**src/rtl/snoop_dispatch_if.sv**
```systemverilog
// Packet stream carried into snoop_dispatch: data beats with valid/ready, last flag and
// a byte count that applies to the final beat.
interface snoop_dispatch_if #(
    parameter int unsigned DATA_WIDTH = 64,
    parameter int unsigned INC_WIDTH  = 4
);
    logic [DATA_WIDTH-1:0] s_tdata;
    logic                  s_tvalid;
    logic                  s_tlast;
    logic [INC_WIDTH-1:0]  s_tbytes;
    logic                  s_tready;

    modport master (output s_tdata, s_tvalid, s_tlast, s_tbytes, input s_tready);
    modport slave  (input s_tdata, s_tvalid, s_tlast, s_tbytes, output s_tready);
endinterface

```
**src/rtl/snoop_dispatch.sv**
```systemverilog
// Dispatches an incoming packet stream to one of N packetfilter cores, claiming a free core
// round-robin and writing the packet through that core's snooper port.
module snoop_dispatch #(
    parameter int unsigned N_CORES            = 4,
    parameter int unsigned PACKMEM_DATA_WIDTH = 64,
    parameter int unsigned PACKET_MEM_BYTES   = 2048,
    parameter int unsigned DROP_WHEN_BUSY     = 0,
    localparam int unsigned BYTES_PER_WORD = PACKMEM_DATA_WIDTH / 8,
    localparam int unsigned ADDR_WIDTH     = $clog2(PACKET_MEM_BYTES) - $clog2(BYTES_PER_WORD),
    localparam int unsigned INC_WIDTH      = $clog2(BYTES_PER_WORD) + 1
) (
    input  logic                          clk,
    input  logic                          rst,
    snoop_dispatch_if.slave               s,
    output logic [ADDR_WIDTH-1:0]         sn_addr,
    output logic [PACKMEM_DATA_WIDTH-1:0] sn_wr_data,
    output logic [INC_WIDTH-1:0]          sn_byte_inc,
    output logic [N_CORES-1:0]            sn_wr_en,
    output logic [N_CORES-1:0]            sn_done,
    input  logic [N_CORES-1:0]            rdy_for_sn,
    output logic [N_CORES-1:0]            rdy_for_sn_ack,
    output logic [31:0]                   drop_cnt,
    output logic [31:0]                   trunc_cnt
);
    localparam int unsigned SEL_WIDTH = (N_CORES > 1) ? $clog2(N_CORES) : 1;
    localparam int unsigned MAX_BEATS = PACKET_MEM_BYTES / BYTES_PER_WORD;
    localparam int unsigned CNT_WIDTH = ADDR_WIDTH + 1;
    localparam logic [CNT_WIDTH-1:0] CntMax  = CNT_WIDTH'(MAX_BEATS);
    localparam logic [INC_WIDTH-1:0] FullInc = INC_WIDTH'(BYTES_PER_WORD);
    localparam logic [SEL_WIDTH-1:0] LastSel = SEL_WIDTH'(N_CORES - 1);

    typedef enum logic [2:0] {StIdle, StClaim, StStream, StDone, StDrop} state_e;

    state_e                  state_q, state_d;
    logic [SEL_WIDTH-1:0]    sel_q, sel_d;
    logic [SEL_WIDTH-1:0]    rr_ptr_q, rr_ptr_d;
    logic [CNT_WIDTH-1:0]    beat_cnt_q, beat_cnt_d;
    logic                    trunc_seen_q, trunc_seen_d;
    logic [SEL_WIDTH-1:0]    pick;
    logic                    found;
    int unsigned             scan_idx;
    logic                    tready;
    logic [N_CORES-1:0]      sel_onehot, pick_onehot;

    logic [ADDR_WIDTH-1:0]         sn_addr_d;
    logic [PACKMEM_DATA_WIDTH-1:0] sn_wr_data_d;
    logic [INC_WIDTH-1:0]          sn_byte_inc_d;
    logic [N_CORES-1:0]            sn_wr_en_d, sn_done_d, ack_d;
    logic [31:0]                   drop_cnt_d, trunc_cnt_d;

    // First ready core at or after rr_ptr, wrapping modulo N_CORES.
    always_comb begin
        found    = 1'b0;
        pick     = rr_ptr_q;
        scan_idx = 0;
        for (int unsigned i = 0; i < N_CORES; i++) begin
            scan_idx = 32'(rr_ptr_q) + i;
            if (scan_idx >= N_CORES) begin
                scan_idx = scan_idx - N_CORES;
            end
            if (!found && rdy_for_sn[scan_idx[SEL_WIDTH-1:0]]) begin
                found = 1'b1;
                pick  = scan_idx[SEL_WIDTH-1:0];
            end
        end
    end

    assign sel_onehot  = N_CORES'(1) << sel_q;
    assign pick_onehot = N_CORES'(1) << pick;
    assign s.s_tready  = tready;

    always_comb begin
        state_d       = state_q;
        sel_d         = sel_q;
        rr_ptr_d      = rr_ptr_q;
        beat_cnt_d    = beat_cnt_q;
        trunc_seen_d  = trunc_seen_q;
        tready        = 1'b0;
        sn_addr_d     = sn_addr;
        sn_wr_data_d  = sn_wr_data;
        sn_byte_inc_d = sn_byte_inc;
        sn_wr_en_d    = '0;
        sn_done_d     = '0;
        ack_d         = '0;
        drop_cnt_d    = drop_cnt;
        trunc_cnt_d   = trunc_cnt;

        unique case (state_q)
            StIdle: begin
                if (s.s_tvalid && found) begin
                    sel_d   = pick;
                    ack_d   = pick_onehot;
                    state_d = StClaim;
                end else if (s.s_tvalid && (DROP_WHEN_BUSY != 0)) begin
                    state_d = StDrop;
                end
            end
            StClaim: begin
                beat_cnt_d   = '0;
                trunc_seen_d = 1'b0;
                rr_ptr_d     = (sel_q == LastSel) ? '0 : sel_q + 1'b1;
                state_d      = StStream;
            end
            StStream: begin
                tready = 1'b1;
                if (s.s_tvalid) begin
                    // Counter parks at CntMax so overflow beats are accepted but never written.
                    if (beat_cnt_q != CntMax) begin
                        sn_wr_en_d    = sel_onehot;
                        sn_addr_d     = beat_cnt_q[ADDR_WIDTH-1:0];
                        sn_wr_data_d  = s.s_tdata;
                        sn_byte_inc_d = s.s_tlast ? s.s_tbytes : FullInc;
                        beat_cnt_d    = beat_cnt_q + 1'b1;
                    end else if (!trunc_seen_q) begin
                        trunc_seen_d = 1'b1;
                        if (trunc_cnt != '1) begin
                            trunc_cnt_d = trunc_cnt + 32'd1;
                        end
                    end
                    if (s.s_tlast) begin
                        state_d = StDone;
                    end
                end
            end
            StDone: begin
                sn_done_d = sel_onehot;
                state_d   = StIdle;
            end
            StDrop: begin
                tready = 1'b1;
                if (s.s_tvalid && s.s_tlast) begin
                    if (drop_cnt != '1) begin
                        drop_cnt_d = drop_cnt + 32'd1;
                    end
                    state_d = StIdle;
                end
            end
            default: state_d = StIdle;
        endcase
    end

    always_ff @(posedge clk or posedge rst) begin
        if (rst) begin
            state_q        <= StIdle;
            sel_q          <= '0;
            rr_ptr_q       <= '0;
            beat_cnt_q     <= '0;
            trunc_seen_q   <= 1'b0;
            sn_addr        <= '0;
            sn_wr_data     <= '0;
            sn_byte_inc    <= '0;
            sn_wr_en       <= '0;
            sn_done        <= '0;
            rdy_for_sn_ack <= '0;
            drop_cnt       <= '0;
            trunc_cnt      <= '0;
        end else begin
            state_q        <= state_d;
            sel_q          <= sel_d;
            rr_ptr_q       <= rr_ptr_d;
            beat_cnt_q     <= beat_cnt_d;
            trunc_seen_q   <= trunc_seen_d;
            sn_addr        <= sn_addr_d;
            sn_wr_data     <= sn_wr_data_d;
            sn_byte_inc    <= sn_byte_inc_d;
            sn_wr_en       <= sn_wr_en_d;
            sn_done        <= sn_done_d;
            rdy_for_sn_ack <= ack_d;
            drop_cnt       <= drop_cnt_d;
            trunc_cnt      <= trunc_cnt_d;
        end
    end
endmodule

```
**src/flat_wrapper.sv**
```systemverilog
// flat-port wrapper written by rule: the top's interface ports become plain ports
module snoop_dispatch_flat 
#(
    parameter int unsigned N_CORES            = 4,
    parameter int unsigned PACKMEM_DATA_WIDTH = 64,
    parameter int unsigned PACKET_MEM_BYTES   = 2048,
    parameter int unsigned DROP_WHEN_BUSY     = 0,
    localparam int unsigned BYTES_PER_WORD = PACKMEM_DATA_WIDTH / 8,
    localparam int unsigned ADDR_WIDTH     = $clog2(PACKET_MEM_BYTES) - $clog2(BYTES_PER_WORD),
    localparam int unsigned INC_WIDTH      = $clog2(BYTES_PER_WORD) + 1
)
  (clk, rst, sn_addr, sn_wr_data, sn_byte_inc, sn_wr_en, sn_done, rdy_for_sn, rdy_for_sn_ack, drop_cnt, trunc_cnt, s_s_tdata, s_s_tvalid, s_s_tlast, s_s_tbytes, s_s_tready);
  snoop_dispatch_if #(.DATA_WIDTH(64), .INC_WIDTH(4)) s_i ();
  input  logic clk;
  input  logic rst;
  output logic [ADDR_WIDTH-1:0] sn_addr;
  output logic [PACKMEM_DATA_WIDTH-1:0] sn_wr_data;
  output logic [INC_WIDTH-1:0] sn_byte_inc;
  output logic [N_CORES-1:0] sn_wr_en;
  output logic [N_CORES-1:0] sn_done;
  input  logic [N_CORES-1:0] rdy_for_sn;
  output logic [N_CORES-1:0] rdy_for_sn_ack;
  output logic [31:0] drop_cnt;
  output logic [31:0] trunc_cnt;
  input wire logic [$bits(s_i.s_tdata)-1:0] s_s_tdata;
  input wire logic [$bits(s_i.s_tvalid)-1:0] s_s_tvalid;
  input wire logic [$bits(s_i.s_tlast)-1:0] s_s_tlast;
  input wire logic [$bits(s_i.s_tbytes)-1:0] s_s_tbytes;
  output wire logic [$bits(s_i.s_tready)-1:0] s_s_tready;
  assign s_i.s_tdata = s_s_tdata;
  assign s_i.s_tvalid = s_s_tvalid;
  assign s_i.s_tlast = s_s_tlast;
  assign s_i.s_tbytes = s_s_tbytes;
  assign s_s_tready = s_i.s_tready;
  snoop_dispatch #(.N_CORES(N_CORES), .PACKMEM_DATA_WIDTH(PACKMEM_DATA_WIDTH), .PACKET_MEM_BYTES(PACKET_MEM_BYTES), .DROP_WHEN_BUSY(DROP_WHEN_BUSY)) u_core (.clk(clk), .rst(rst), .s(s_i), .sn_addr(sn_addr), .sn_wr_data(sn_wr_data), .sn_byte_inc(sn_byte_inc), .sn_wr_en(sn_wr_en), .sn_done(sn_done), .rdy_for_sn(rdy_for_sn), .rdy_for_sn_ack(rdy_for_sn_ack), .drop_cnt(drop_cnt), .trunc_cnt(trunc_cnt));
endmodule
```
**config.mk**
```make
export PLATFORM = sky130hd
export DESIGN_NAME = snoop_dispatch_flat
export DESIGN_NICKNAME = d
export VERILOG_FILES = /design/src/rtl/snoop_dispatch_if.sv /design/src/rtl/snoop_dispatch.sv /design/src/flat_wrapper.sv
export SDC_FILE = /design/constraint.sdc
export NUM_CORES = 1
export LEC_CHECK = 0
export ABC_AREA = 1
export BUFFER_PORTS_ARGS = -buffer_cell sky130_fd_sc_hd__buf_2
export CAP_MARGIN = 15
export CORE_MARGIN = 4
export CORE_UTILIZATION = 40
export DETAILED_ROUTE_END_ITERATION = 10
export PLACE_DENSITY = 0.74
export SLEW_MARGIN = 25
export SYNTH_ARGS = -nofsm -noshare
export SYNTH_HDL_FRONTEND = slang
export SYNTH_SLANG_ARGS = --single-unit
```
**constraint.sdc**
```tcl
create_clock -name clk -period 3.94 [get_ports clk]
set_input_delay 0.591 -clock clk [delete_from_list [all_inputs] [get_ports clk]]
set_output_delay 0.591 -clock clk [all_outputs]
set_load 0.01 [all_outputs]
```
==> implementation parameters, run 1 <==
Parameter                              Value

Final layout
  Final-stage net count ... 1139
  Fraction of final layout cells sized beyond drive strength 1 ... 0.2556
  Ant diodes ... 0
  Area grow syn2layout ... 23.75%

Drt
  Number of iterations in the first detailed-routing pass ... 5
  DRC violations left ... 0
  DRT antenna net count ... 0
  Wirelength per Cell ... 13.36 µm
  Via count normalized by instance count ... 4.648
  Post-detailed-routing wire length ... 17160 µm
  Number of DRC violations after detailed-routing iteration 0 ... 363
  Via count ... 5968

Global routing
  Global routing usage on met1 ... 0.2347
  Via count of the first global-routing pass ... 5738
  Wire length of the first global-routing pass ... 28550 µm
  Maximum number of pins on one net before global-route repair ... 82
  Met2 capacity usage during global routing ... 0.2891
  Fraction of met3 tracks used by global routing ... 0.06250
  Initial antenna violation count ... 0
  GRT Max-Usage Layer ... met2
  Residual overflow from global routing ... 0
  GR Util All Layers ... 0.1811

Floorplanning
  Overall die area ... 19180 µm²
  Die Y-Extent ... 138.5 µm
  Starting utilization of the core area ... 0.4094
  Count of boundary I/O pins ... 229
  Core outline area ... 16640 µm²
  Number of cell rows ... 47
  Chip Width ... 138.5 µm

Power and ir drop
  Sequential cell fraction of total power ... 0.385
  Maximum vdd drop ... 0.3945 mV
  Power share of the clock group ... 0.279
  Power density relative to cell area ... 630.8 nW/µm²
  Design internal power ... 0.003272 W
  Static Leakage ... 4.687 nW
  Fraction of power spent switching nets ... 0.3846
  Net Switching ... 0.002045 W
  Logic gate share of total power ... 0.335

Critical path
  Nature of the critical path endpoint ... register
  Worst Path Max Fanout ... 50
  Type of the worst setup path ... reg -> reg
  Critical Path RT ... 4300 ps
  Setup crit start kind ... register
  WP data arrival ... 2900 ps

Synth
  Post-Synth Adder-Cell Area ... 0.02020
  Synth warnings ... 0
  Distinct cells, synth ... 32
  Post-Synth XOR/XNOR Area ... 0.03214
  Synth Area in Compound Gates ... 0.02700
  Synth top area share ... 0.4995
  Flop and latch count out of synthesis ... 136
  Area fraction in and, or, nand and nor cells after synthesis ... 0.3319
  Cell with the most instances after synthesis ... nand2_1
  Dominant cell type by area after synthesis ... dfrtp_1
  Number of enable flip-flop cells after synthesis ... 0
  Syn Inst Count ... 855
  Main area contributors after synthesis ... dfrtp_1 (50%), nand2_1 (21%), buf_4 (3.6%)
  Dominant combinational cell family by area after synthesis ... simple AND/OR/NAND/NOR gates
  Top cells by count, synth ... nand2_1 (378), dfrtp_1 (136), inv_1 (54)
  Portion of the post-synthesis area used by sequential elements ... 0.4995
  FFs w/ async S/R, synth ... 1.000
  Mux contribution to synthesized area ... 0
  Most frequently used flop master after synthesis ... dfrtp_1
  Cell area after technology mapping ... 6813 µm²
  Average cell area after synthesis ... 7.968 µm²

STA
  Worst hold slack ... 212.6 ps
  Actual slew at the worst max-slew pin ... 790.6 ps
  Unrepaired setup endpoints after global routing ... no
  Number of setup violations in the final report ... 0
  Relative slew slack ... 0.4721
  Number of hold-slack violations in the final timing report ... 0
  Total Negative Setup Slacks ... 0 ps
  Worst-case clock skew ... 11.10 ps
  Max Transition Viols Final ... 0
  Fmax achieved ... 393.1 MHz
  Period minus WS final ... 2544 ps
  Share of the cycle needed by the critical path after routing ... 0.6457

Clock tree
  Number of buffers created by CTS ... 17
  Post-CTS setup buffer count ... 0
  Hold Buf Count CTS ... 0
  Clock edge transition at the registers on the reported setup and hold paths ... 70 ps
  Number of buffers on the longest clock path ... 2
  CTS tree ... built
  Worst-skew pair later-pin latency ... 420 ps
  CTS root buf ... clkbuf_16
  Clk sinks ... 136
  Htree depth ... 4
  Post-CTS Resized ... 0

Run
  Max cap viols ... 0

Placed design
  Post-DP HPWL ... 12700 µm
  Final weighted congestion of routability-driven global placement ... 0.8768
  Number of port buffers ... 196

Status
  Run status ... finished clean

Worst hold path
  Hold WC Path Type ... in -> async
## final cells by class
class                           count  area (µm²)
Inverter                           65       250.2
Sequential cell                   136        3403
Fill cell                        1584        8212
Tap cell                          220       275.3
Multi-Input combinational cell    632        2929
Clock inverter                     13       110.1
Timing Repair Buffer              200        1023
Clock buffer                       18       439.2
## routing by layer
layer	part of all wire	vias to the layer above
met1	0.43	2738
met5	0	-
li1	-	2997
met2	0.47	219
met4	0.011	0
met3	0.087	14
## kinds of logic (layout without fill, tap and decap cells)
kind of cell	Yosys count	after routing
buf+inv	118	296
compound gates	35	35
simple gates	529	529
fa+ha+maj	11	11
xor+xnor	25	25
flops	136	136
other cells	1	32
## power by group through the flow
stage,clock (W),combinational (W),sequential (W)
global placement,0,0.00177,0.00206
detailed placement,0,0.00181,0.00205
floorplan,0,0.00104,0.00219
finish,0.00149,0.00178,0.00205
CTS,0.00153,0.00181,0.00205
global route,0.00159,0.00203,0.00210
## stage by stage
stage | setup slack [ps] | cell area (µm²) | util | total power (W) | instances
4_1_cts | 1375 | 8431 | 0.5066 | 0.005384 | 1284
6_report | 1396 | 8431 | 0.5066 | 0.005318 | 1284
3_5_place_dp | 1405 | 7881 | 0.4736 | 0.003862 | 1253
2_1_floorplan | 1656 | 6933 | - | 0.003224 | 886
5_1_grt | 1146 | 8431 | 0.5066 | 0.005714 | 1284
3_3_place_gp | 1463 | 7881 | 0.4736 | 0.003826 | 1253
## placed cells by master (no fill, tap or decap), types with 14 or more instances in the layout
master       n
clkbuf_16   17
nand2_1    377
nor3_1      16
o21ai_0     24
nor2_1      43
inv_1       53
nand4_1     14
conb_1      32
dfrtp_1    136
buf_2      196
nand3_1     42
xor2_1      14
## sequential cells by signal, indices dropped and copies added (netlist names)
| register | cells |
|---|---|
| u_core.trunc_seen_q | 1 |
| u_core.beat_cnt_q | 9 |
| u_core.trunc_cnt | 32 |
| u_core.sn_wr_data | 64 |
| u_core.sel_q | 2 |
| u_core.sn_wr_en | 4 |
| u_core.rdy_for_sn_ack | 4 |
| u_core.rr_ptr_q | 2 |
| u_core.sn_byte_inc | 4 |
| u_core.state_q | 2 |
| u_core.sn_addr | 8 |
| u_core.sn_done | 4 |
## worst paths after layout
kind / endpoint / start / slack [ps] / cells past startpoint
max: u_core.sn_wr_data[63]$_DFFE_PP0P_ / u_core.state_q[0]$_DFFE_PP0P_ / 1400 / 9
min: u_core.sn_wr_data[18]$_DFFE_PP0P_ / rst / 210 / 2
max reg2reg: u_core.sn_wr_data[63]$_DFFE_PP0P_ / u_core.state_q[0]$_DFFE_PP0P_ / 1400 / 9
min reg2reg: u_core.sn_wr_data[45]$_DFFE_PP0P_ / u_core.sn_wr_data[45]$_DFFE_PP0P_ / 480 / 2
max in group asynchronous: u_core.trunc_cnt[30]$_DFFE_PP0P_ / rst / 2910 / 3
min in group clk: u_core.sn_wr_data[32]$_DFFE_PP0P_ / s_s_tdata[32] / 360 / 3
## critical path, cell delays in order (launching register included)
cell and delay (ps):
dfrtp_1 410, inv_1 100, ha_1 300, nand2_1 130
inv_1 120, nand2_4 200, inv_2 650, buf_4 370
nand2_1 90, nand2_1 70
Power figures use the tool's default switching activity.
==> inputs of run 2 (changes only) <==
Settings changed: PLACE_DENSITY 0.74 to 0.72.
Clock period 3.94 ns to 2.6 ns, I/O delays scaled along.
==> implementation parameters, run 2 (synthesized netlist as in run 1, its figures left out) <==
Parameter                              Value

Critical path
  Type of the worst setup path ... reg -> reg
  Slowest cell on the critical path ... buf_4
  Cells along the critical path ... inv_1 > ha_1 > nand2_1 > nor3_2 > nand2_2 > nand2_4 > inv_2 > buf_4 > nor2_1 > a31oi_1
  Maximum cell stage delay along the critical path ... 520 ps
  Nature of the critical path endpoint ... register
  WP data arrival ... 2410 ps
  Critical Path RT ... 2930 ps
  Worst Path Max Fanout ... 67
  Setup crit start kind ... register

Power and ir drop
  Static Leakage ... 4.736 nW
  Maximum vdd drop ... 0.5661 mV
  Power density relative to cell area ... 961.9 nW/µm²

Clock tree
  Clk sinks ... 136
  Clock edge transition at the registers on the reported setup and hold paths ... 70 ps
  Worst-skew pair later-pin latency ... 420 ps
  Htree depth ... 4
  Number of buffers created by CTS ... 17
  Post-CTS Resized ... 0
  Number of buffers on the longest clock path ... 2
  Post-CTS setup buffer count ... 0
  CTS tree ... built
  Hold Buf Count CTS ... 0
  CTS root buf ... clkbuf_16

Drt
  Post-detailed-routing wire length ... 17340 µm
  Via count ... 6018
  Number of DRC violations after detailed-routing iteration 0 ... 331
  Number of iterations in the first detailed-routing pass ... 5
  Via count normalized by instance count ... 4.669
  DRT antenna net count ... 0
  Wirelength per Cell ... 13.45 µm
  DRC violations left ... 0

Final layout
  Ant diodes ... 0
  Largest regs ... u_core.sn_wr_data: 64 flops, u_core.trunc_cnt: 32 flops, u_core.beat_cnt_q: 9 flops
  Final instance count without filler cells ... 1289
  Final core area utilization ... 0.5109
  Fraction of final layout cells sized beyond drive strength 1 ... 0.2591
  Final-stage net count ... 1143
  Most common cell after layout, fill and taps aside ... nand2_1
  Register with the most flip-flops ... u_core.sn_wr_data
  FILL cells ... 1573
  Area grow syn2layout ... 24.79%
  Most used cells in the layout excluding fill and tap cells ... nand2_1 (377), buf_2 (196), dfrtp_1 (136)
  Flip-flop count of the largest register after layout ... 64

Global routing
  Residual overflow from global routing ... 0
  GR Util All Layers ... 0.1816
  Wire length of the first global-routing pass ... 28950 µm
  Via count of the first global-routing pass ... 5943
  Initial antenna violation count ... 1
  Maximum number of pins on one net before global-route repair ... 68

STA
  Max Transition Viols Final ... 0
  Number of setup violations in the final report ... 0
  Number of hold-slack violations in the final timing report ... 0
  Fmax achieved ... 481.9 MHz
  Period minus WS final ... 2075 ps
  Total Negative Setup Slacks ... 0 ps
  Share of the cycle needed by the critical path after routing ... 0.7981
  Unrepaired setup endpoints after global routing ... no
  Relative slew slack ... 0.5049
  Actual slew at the worst max-slew pin ... 741.1 ps
  Worst-case clock skew ... 14.70 ps

Worst hold path
  Hold WC Path Type ... in -> async

Placed design
  Number of port buffers ... 196
  Post-placement cell count ... 1257
  Final weighted congestion of routability-driven global placement ... 0.8943
  Post-DP HPWL ... 13040 µm

Floorplanning
  Chip Width ... 138.5 µm
  Starting utilization of the core area ... 0.4094
  Number of cell rows ... 47
  Core outline area ... 16640 µm²
  Die Y-Extent ... 138.5 µm
  Count of boundary I/O pins ... 229
  Overall die area ... 19180 µm²

Run
  Max cap viols ... 0

Status
  Run status ... finished clean
run 2: changes by cell type in the layout (fill, tap and decap cells not counted), sizes merged:
cell      delta
buf          +4
inv          +1
clkinv       +4
clkinvlp     -3
clkbuf       -1
run 2: layout make-up:
| cell class | count | area [µm²] | area share |
|---|---|---|---|
| inverters | 65 | 250.2 | 0.02943 |
| multi-input cells | 632 | 2929 | 0.3445 |
| repair buffers | 204 | 1066 | 0.1254 |
| clock inverters | 15 | 152.6 | 0.01795 |
| flip-flops and latches | 136 | 3403 | 0.4003 |
| well taps | 220 | 275.3 | 0.03238 |
| clock buffers | 17 | 425.4 | 0.05004 |
run 2: worst paths after layout:
path	end	startpoint	cells after the start	slack (ps)
worst max-delay path	u_core.sn_byte_inc[3]$_DFFE_PP0P_	u_core.beat_cnt_q[0]$_DFFE_PP0P_	10	520
worst min-delay path	u_core.sn_wr_data[21]$_DFFE_PP0P_	rst	2	80
worst max register to register	u_core.sn_byte_inc[3]$_DFFE_PP0P_	u_core.beat_cnt_q[0]$_DFFE_PP0P_	10	520
worst min register to register	u_core.sn_wr_data[26]$_DFFE_PP0P_	u_core.sn_wr_data[26]$_DFFE_PP0P_	2	470
max in group asynchronous	u_core.trunc_cnt[15]$_DFFE_PP0P_	rst	3	1820
min in group clk	u_core.sn_wr_data[45]$_DFFE_PP0P_	s_s_tdata[45]	3	150
run 2: worst max-delay path: cells and delay by family (launching register included):
family	cells	cell delay, ps
adders and majority gates	1	200
and+or+nand+nor	5	500
AOI/OAI and AO/OA	1	150
DFF	1	370
buffers and inverters	3	730
run 2: per-stage QoR:
step / hold WS, ps / total power [W] / setup WS [ps] / area, µm²
2_1_floorplan: 486.1 / 0.004886 / 516.9 / 6933
3_3_place_gp: 457.6 / 0.005835 / 581.0 / 7924
3_5_place_dp: 463.2 / 0.005901 / 542.8 / 7924
4_1_cts: 82.74 / 0.008280 / 521.5 / 8502
5_1_grt: 130.6 / 0.008781 / 322.6 / 8502
6_report: 79.08 / 0.008178 / 524.9 / 8502
run 2: routing by layer:
metal	part of all wire	vias to the layer above	track usage
met3	0.082	26	0.05456
met4	0.018	2	0.06500
li1	-	3008	-
met2	0.48	228	0.3037
met5	0.00040	-	0
met1	0.41	2754	0.2235
run 2: report_power, final:
group          internal (W)  leakage (nW)  switching [W]  total [W]
Combinational      0.000999          2.70        0.00175    0.00275
Sequential          0.00271          1.75       0.000384    0.00310
Clock               0.00128         0.286        0.00105    0.00233
==> inputs of run 3 (changes only) <==
Settings changed: PLACE_DENSITY 0.72 to 0.74.
Clock period 2.6 ns to 1.9 ns, I/O delays scaled along.
==> implementation parameters, run 3 (synthesized netlist as in run 1, its figures left out) <==
Parameter                              Value

STA
  Max Transition Viols Final ... 0
  Fmax achieved ... 550.0 MHz
  Unrepaired setup endpoints after global routing ... yes
  Number of hold-slack violations in the final timing report ... 0
  Number of setup violations in the final report ... 0
  PnR worst setup slack ... 81.74 ps
  Share of the cycle needed by the critical path after routing ... 0.9570
  Worst-case clock skew ... 11.08 ps
  Period minus WS final ... 1818 ps

Critical path
  Worst reg2reg path startpoint ... u_core.beat_cnt_q[0]$_DFFE_PP0P_
  Type of the worst setup path ... reg -> reg
  Cells along the critical path ... inv_2 > ha_1 > nand2_1 > nor3_2 > nand2_2 > buf_4 > nor3_4 > buf_4 > nand3_1 > xor2_1
  Critical Path RT ... 2200 ps
  Slack of the worst reg-to-reg path ... 80 ps
  Setup crit start kind ... register
  First element of the critical path ... u_core.beat_cnt_q[0]$_DFFE_PP0P_
  WP data arrival ... 2120 ps
  Nature of the critical path endpoint ... register
  Maximum cell stage delay along the critical path ... 400 ps
  Dominant cell type by count on the critical path ... buf_4
  Slowest cell on the critical path ... dfrtp_1
  Worst Path Max Fanout ... 5

Worst hold path
  Hold WC Path Type ... in -> reg
  Worst Hold Launch ... s_s_tdata[46]

Final layout
  Most used cells in the layout excluding fill and tap cells ... nand2_1 (376), buf_2 (196), dfrtp_1 (136)
  Final core area utilization ... 0.5270
  Final-stage net count ... 1161
  Largest regs ... u_core.sn_wr_data: 64 flops, u_core.trunc_cnt: 32 flops, u_core.beat_cnt_q: 9 flops
  Final instance count without filler cells ... 1306
  Ant diodes ... 0
  Flip-flop count of the largest register after layout ... 64
  Area grow syn2layout ... 28.72%
  FILL cells ... 1541
  Most common cell after layout, fill and taps aside ... nand2_1
  Register with the most flip-flops ... u_core.sn_wr_data
  Fraction of final layout cells sized beyond drive strength 1 ... 0.2735

Floorplanning
  Overall die area ... 19180 µm²
  Die Y-Extent ... 138.5 µm
  Number of cell rows ... 47
  Count of boundary I/O pins ... 229
  Chip Width ... 138.5 µm
  Starting utilization of the core area ... 0.4094
  Core outline area ... 16640 µm²

Drt
  DRT antenna net count ... 0
  Number of iterations in the first detailed-routing pass ... 5
  Via count normalized by instance count ... 4.668
  Post-detailed-routing wire length ... 18050 µm
  Wirelength per Cell ... 13.82 µm
  DRC violations left ... 0
  Via count ... 6097
  Number of DRC violations after detailed-routing iteration 0 ... 423

Global routing
  Wire length of the first global-routing pass ... 28870 µm
  Via count of the first global-routing pass ... 5864
  Residual overflow from global routing ... 0
  Maximum number of pins on one net before global-route repair ... 80
  GR Util All Layers ... 0.1813
  Initial antenna violation count ... 0

Power and ir drop
  Fraction of power spent switching nets ... 0.3715
  Maximum vdd drop ... 0.8442 mV
  Power share of the clock group ... 0.299
  Design internal power ... 0.007274 W
  Power density relative to cell area ... 1320 nW/µm²
  Static Leakage ... 4.879 nW
  Total power consumption of the routed design ... 0.01157 W
  Net Switching ... 0.004299 W
  Sequential cell fraction of total power ... 0.363
  Logic gate share of total power ... 0.338

Clock tree
  CTS root buf ... clkbuf_16
  Clk sinks ... 136
  Worst-skew pair later-pin latency ... 420 ps
  CTS tree ... built
  Number of buffers created by CTS ... 17
  Clock edge transition at the registers on the reported setup and hold paths ... 70 ps
  Number of buffers on the longest clock path ... 2
  Htree depth ... 4

Placed design
  Post-DP HPWL ... 12750 µm
  Final weighted congestion of routability-driven global placement ... 0.8899
  Number of port buffers ... 196
  Worst slack after detailed placement ... 48.15 ps
  Post-placement cell count ... 1267

Run
  Max cap viols ... 0

Status
  Run status ... finished clean
[run 3: cell count changes in the layout (fill, tap and decap cells not counted), sizes merged]
| cell | delta |
|---|---|
| buf | +15 |
| bufinv | +3 |
| nand4 | +1 |
| clkbuf | +1 |
| dlygate4sd3 | +1 |
| clkinvlp | +1 |
| inv | -2 |
| clkinv | -3 |
[run 3: layout make-up]
cell class	count	area (µm²)	share of cell area
multi-input cells	633	2967	0.3383
inverters	65	250.2	0.02853
clock buffers	17	425.4	0.04851
well taps	220	275.3	0.03139
flip-flops and latches	136	3403	0.3881
clock inverters	14	186.4	0.02126
repair buffers	221	1262	0.1440
[run 3: through the flow]
step	setup TNS (ps)	hold slack, ps	cell area, µm²
3_3_place_gp	0	436.9	8024
6_report	0	55.34	8770
4_1_cts	0	35.71	8646
5_1_grt	-71.39	44.96	8770
2_1_floorplan	-10630	381.1	6933
3_5_place_dp	0	440.4	8024
[run 3: repair_timing]
item | 4_1_cts | 5_1_grt
setup endpoints to repair | 0 | 29
endpoints found under the hold margin | 45 | 0
hold buffers | 1 | 0
setup buffers | 0 | 4
gates resized for setup | 0 | 10
[run 3: per-layer routing]
| metal | global-route usage | part of all wire | wire (µm) |
|---|---|---|---|
| met2 | 0.2978 | 0.48 | 8684 |
| met5 | 0 | 0 | 0 |
| met1 | 0.2310 | 0.42 | 7499 |
| met4 | 0.05512 | 0.013 | 237 |
| met3 | 0.05628 | 0.090 | 1627 |
[run 3: worst max-delay path: cells and delay by family (launching register included)]
| family | cells | cell delay (ps) |
|---|---|---|
| and+or+nand+nor | 5 | 590 |
| buffers and inverters | 3 | 430 |
| DFF | 1 | 400 |
| xor gates and xnor gates | 1 | 150 |
| adders and majority gates | 1 | 130 |
[run 3: path summary, 6_finish.rpt]
check | end | cells after the start
hold reg to reg | u_core.sn_wr_data[27]$_DFFE_PP0P_ | 2
min in group asynchronous | u_core.sn_wr_data[11]$_DFFE_PP0P_ | 4
hold / removal | u_core.sn_wr_data[46]$_DFFE_PP0P_ | 3
max in group asynchronous | u_core.trunc_cnt[14]$_DFFE_PP0P_ | 4
setup / recovery | u_core.trunc_cnt[19]$_DFFE_PP0P_ | 10
setup reg to reg | u_core.trunc_cnt[19]$_DFFE_PP0P_ | 10
[run 3: power by group through the flow]
stage	registers [W]	logic, W	clock network, W
after floorplan	0.00453	0.00215	0
after global placement	0.00424	0.00379	0
after detailed placement	0.00420	0.00391	0
after CTS	0.00420	0.00389	0.00354
after global routing	0.00431	0.00444	0.00368
final	0.00421	0.00391	0.00346
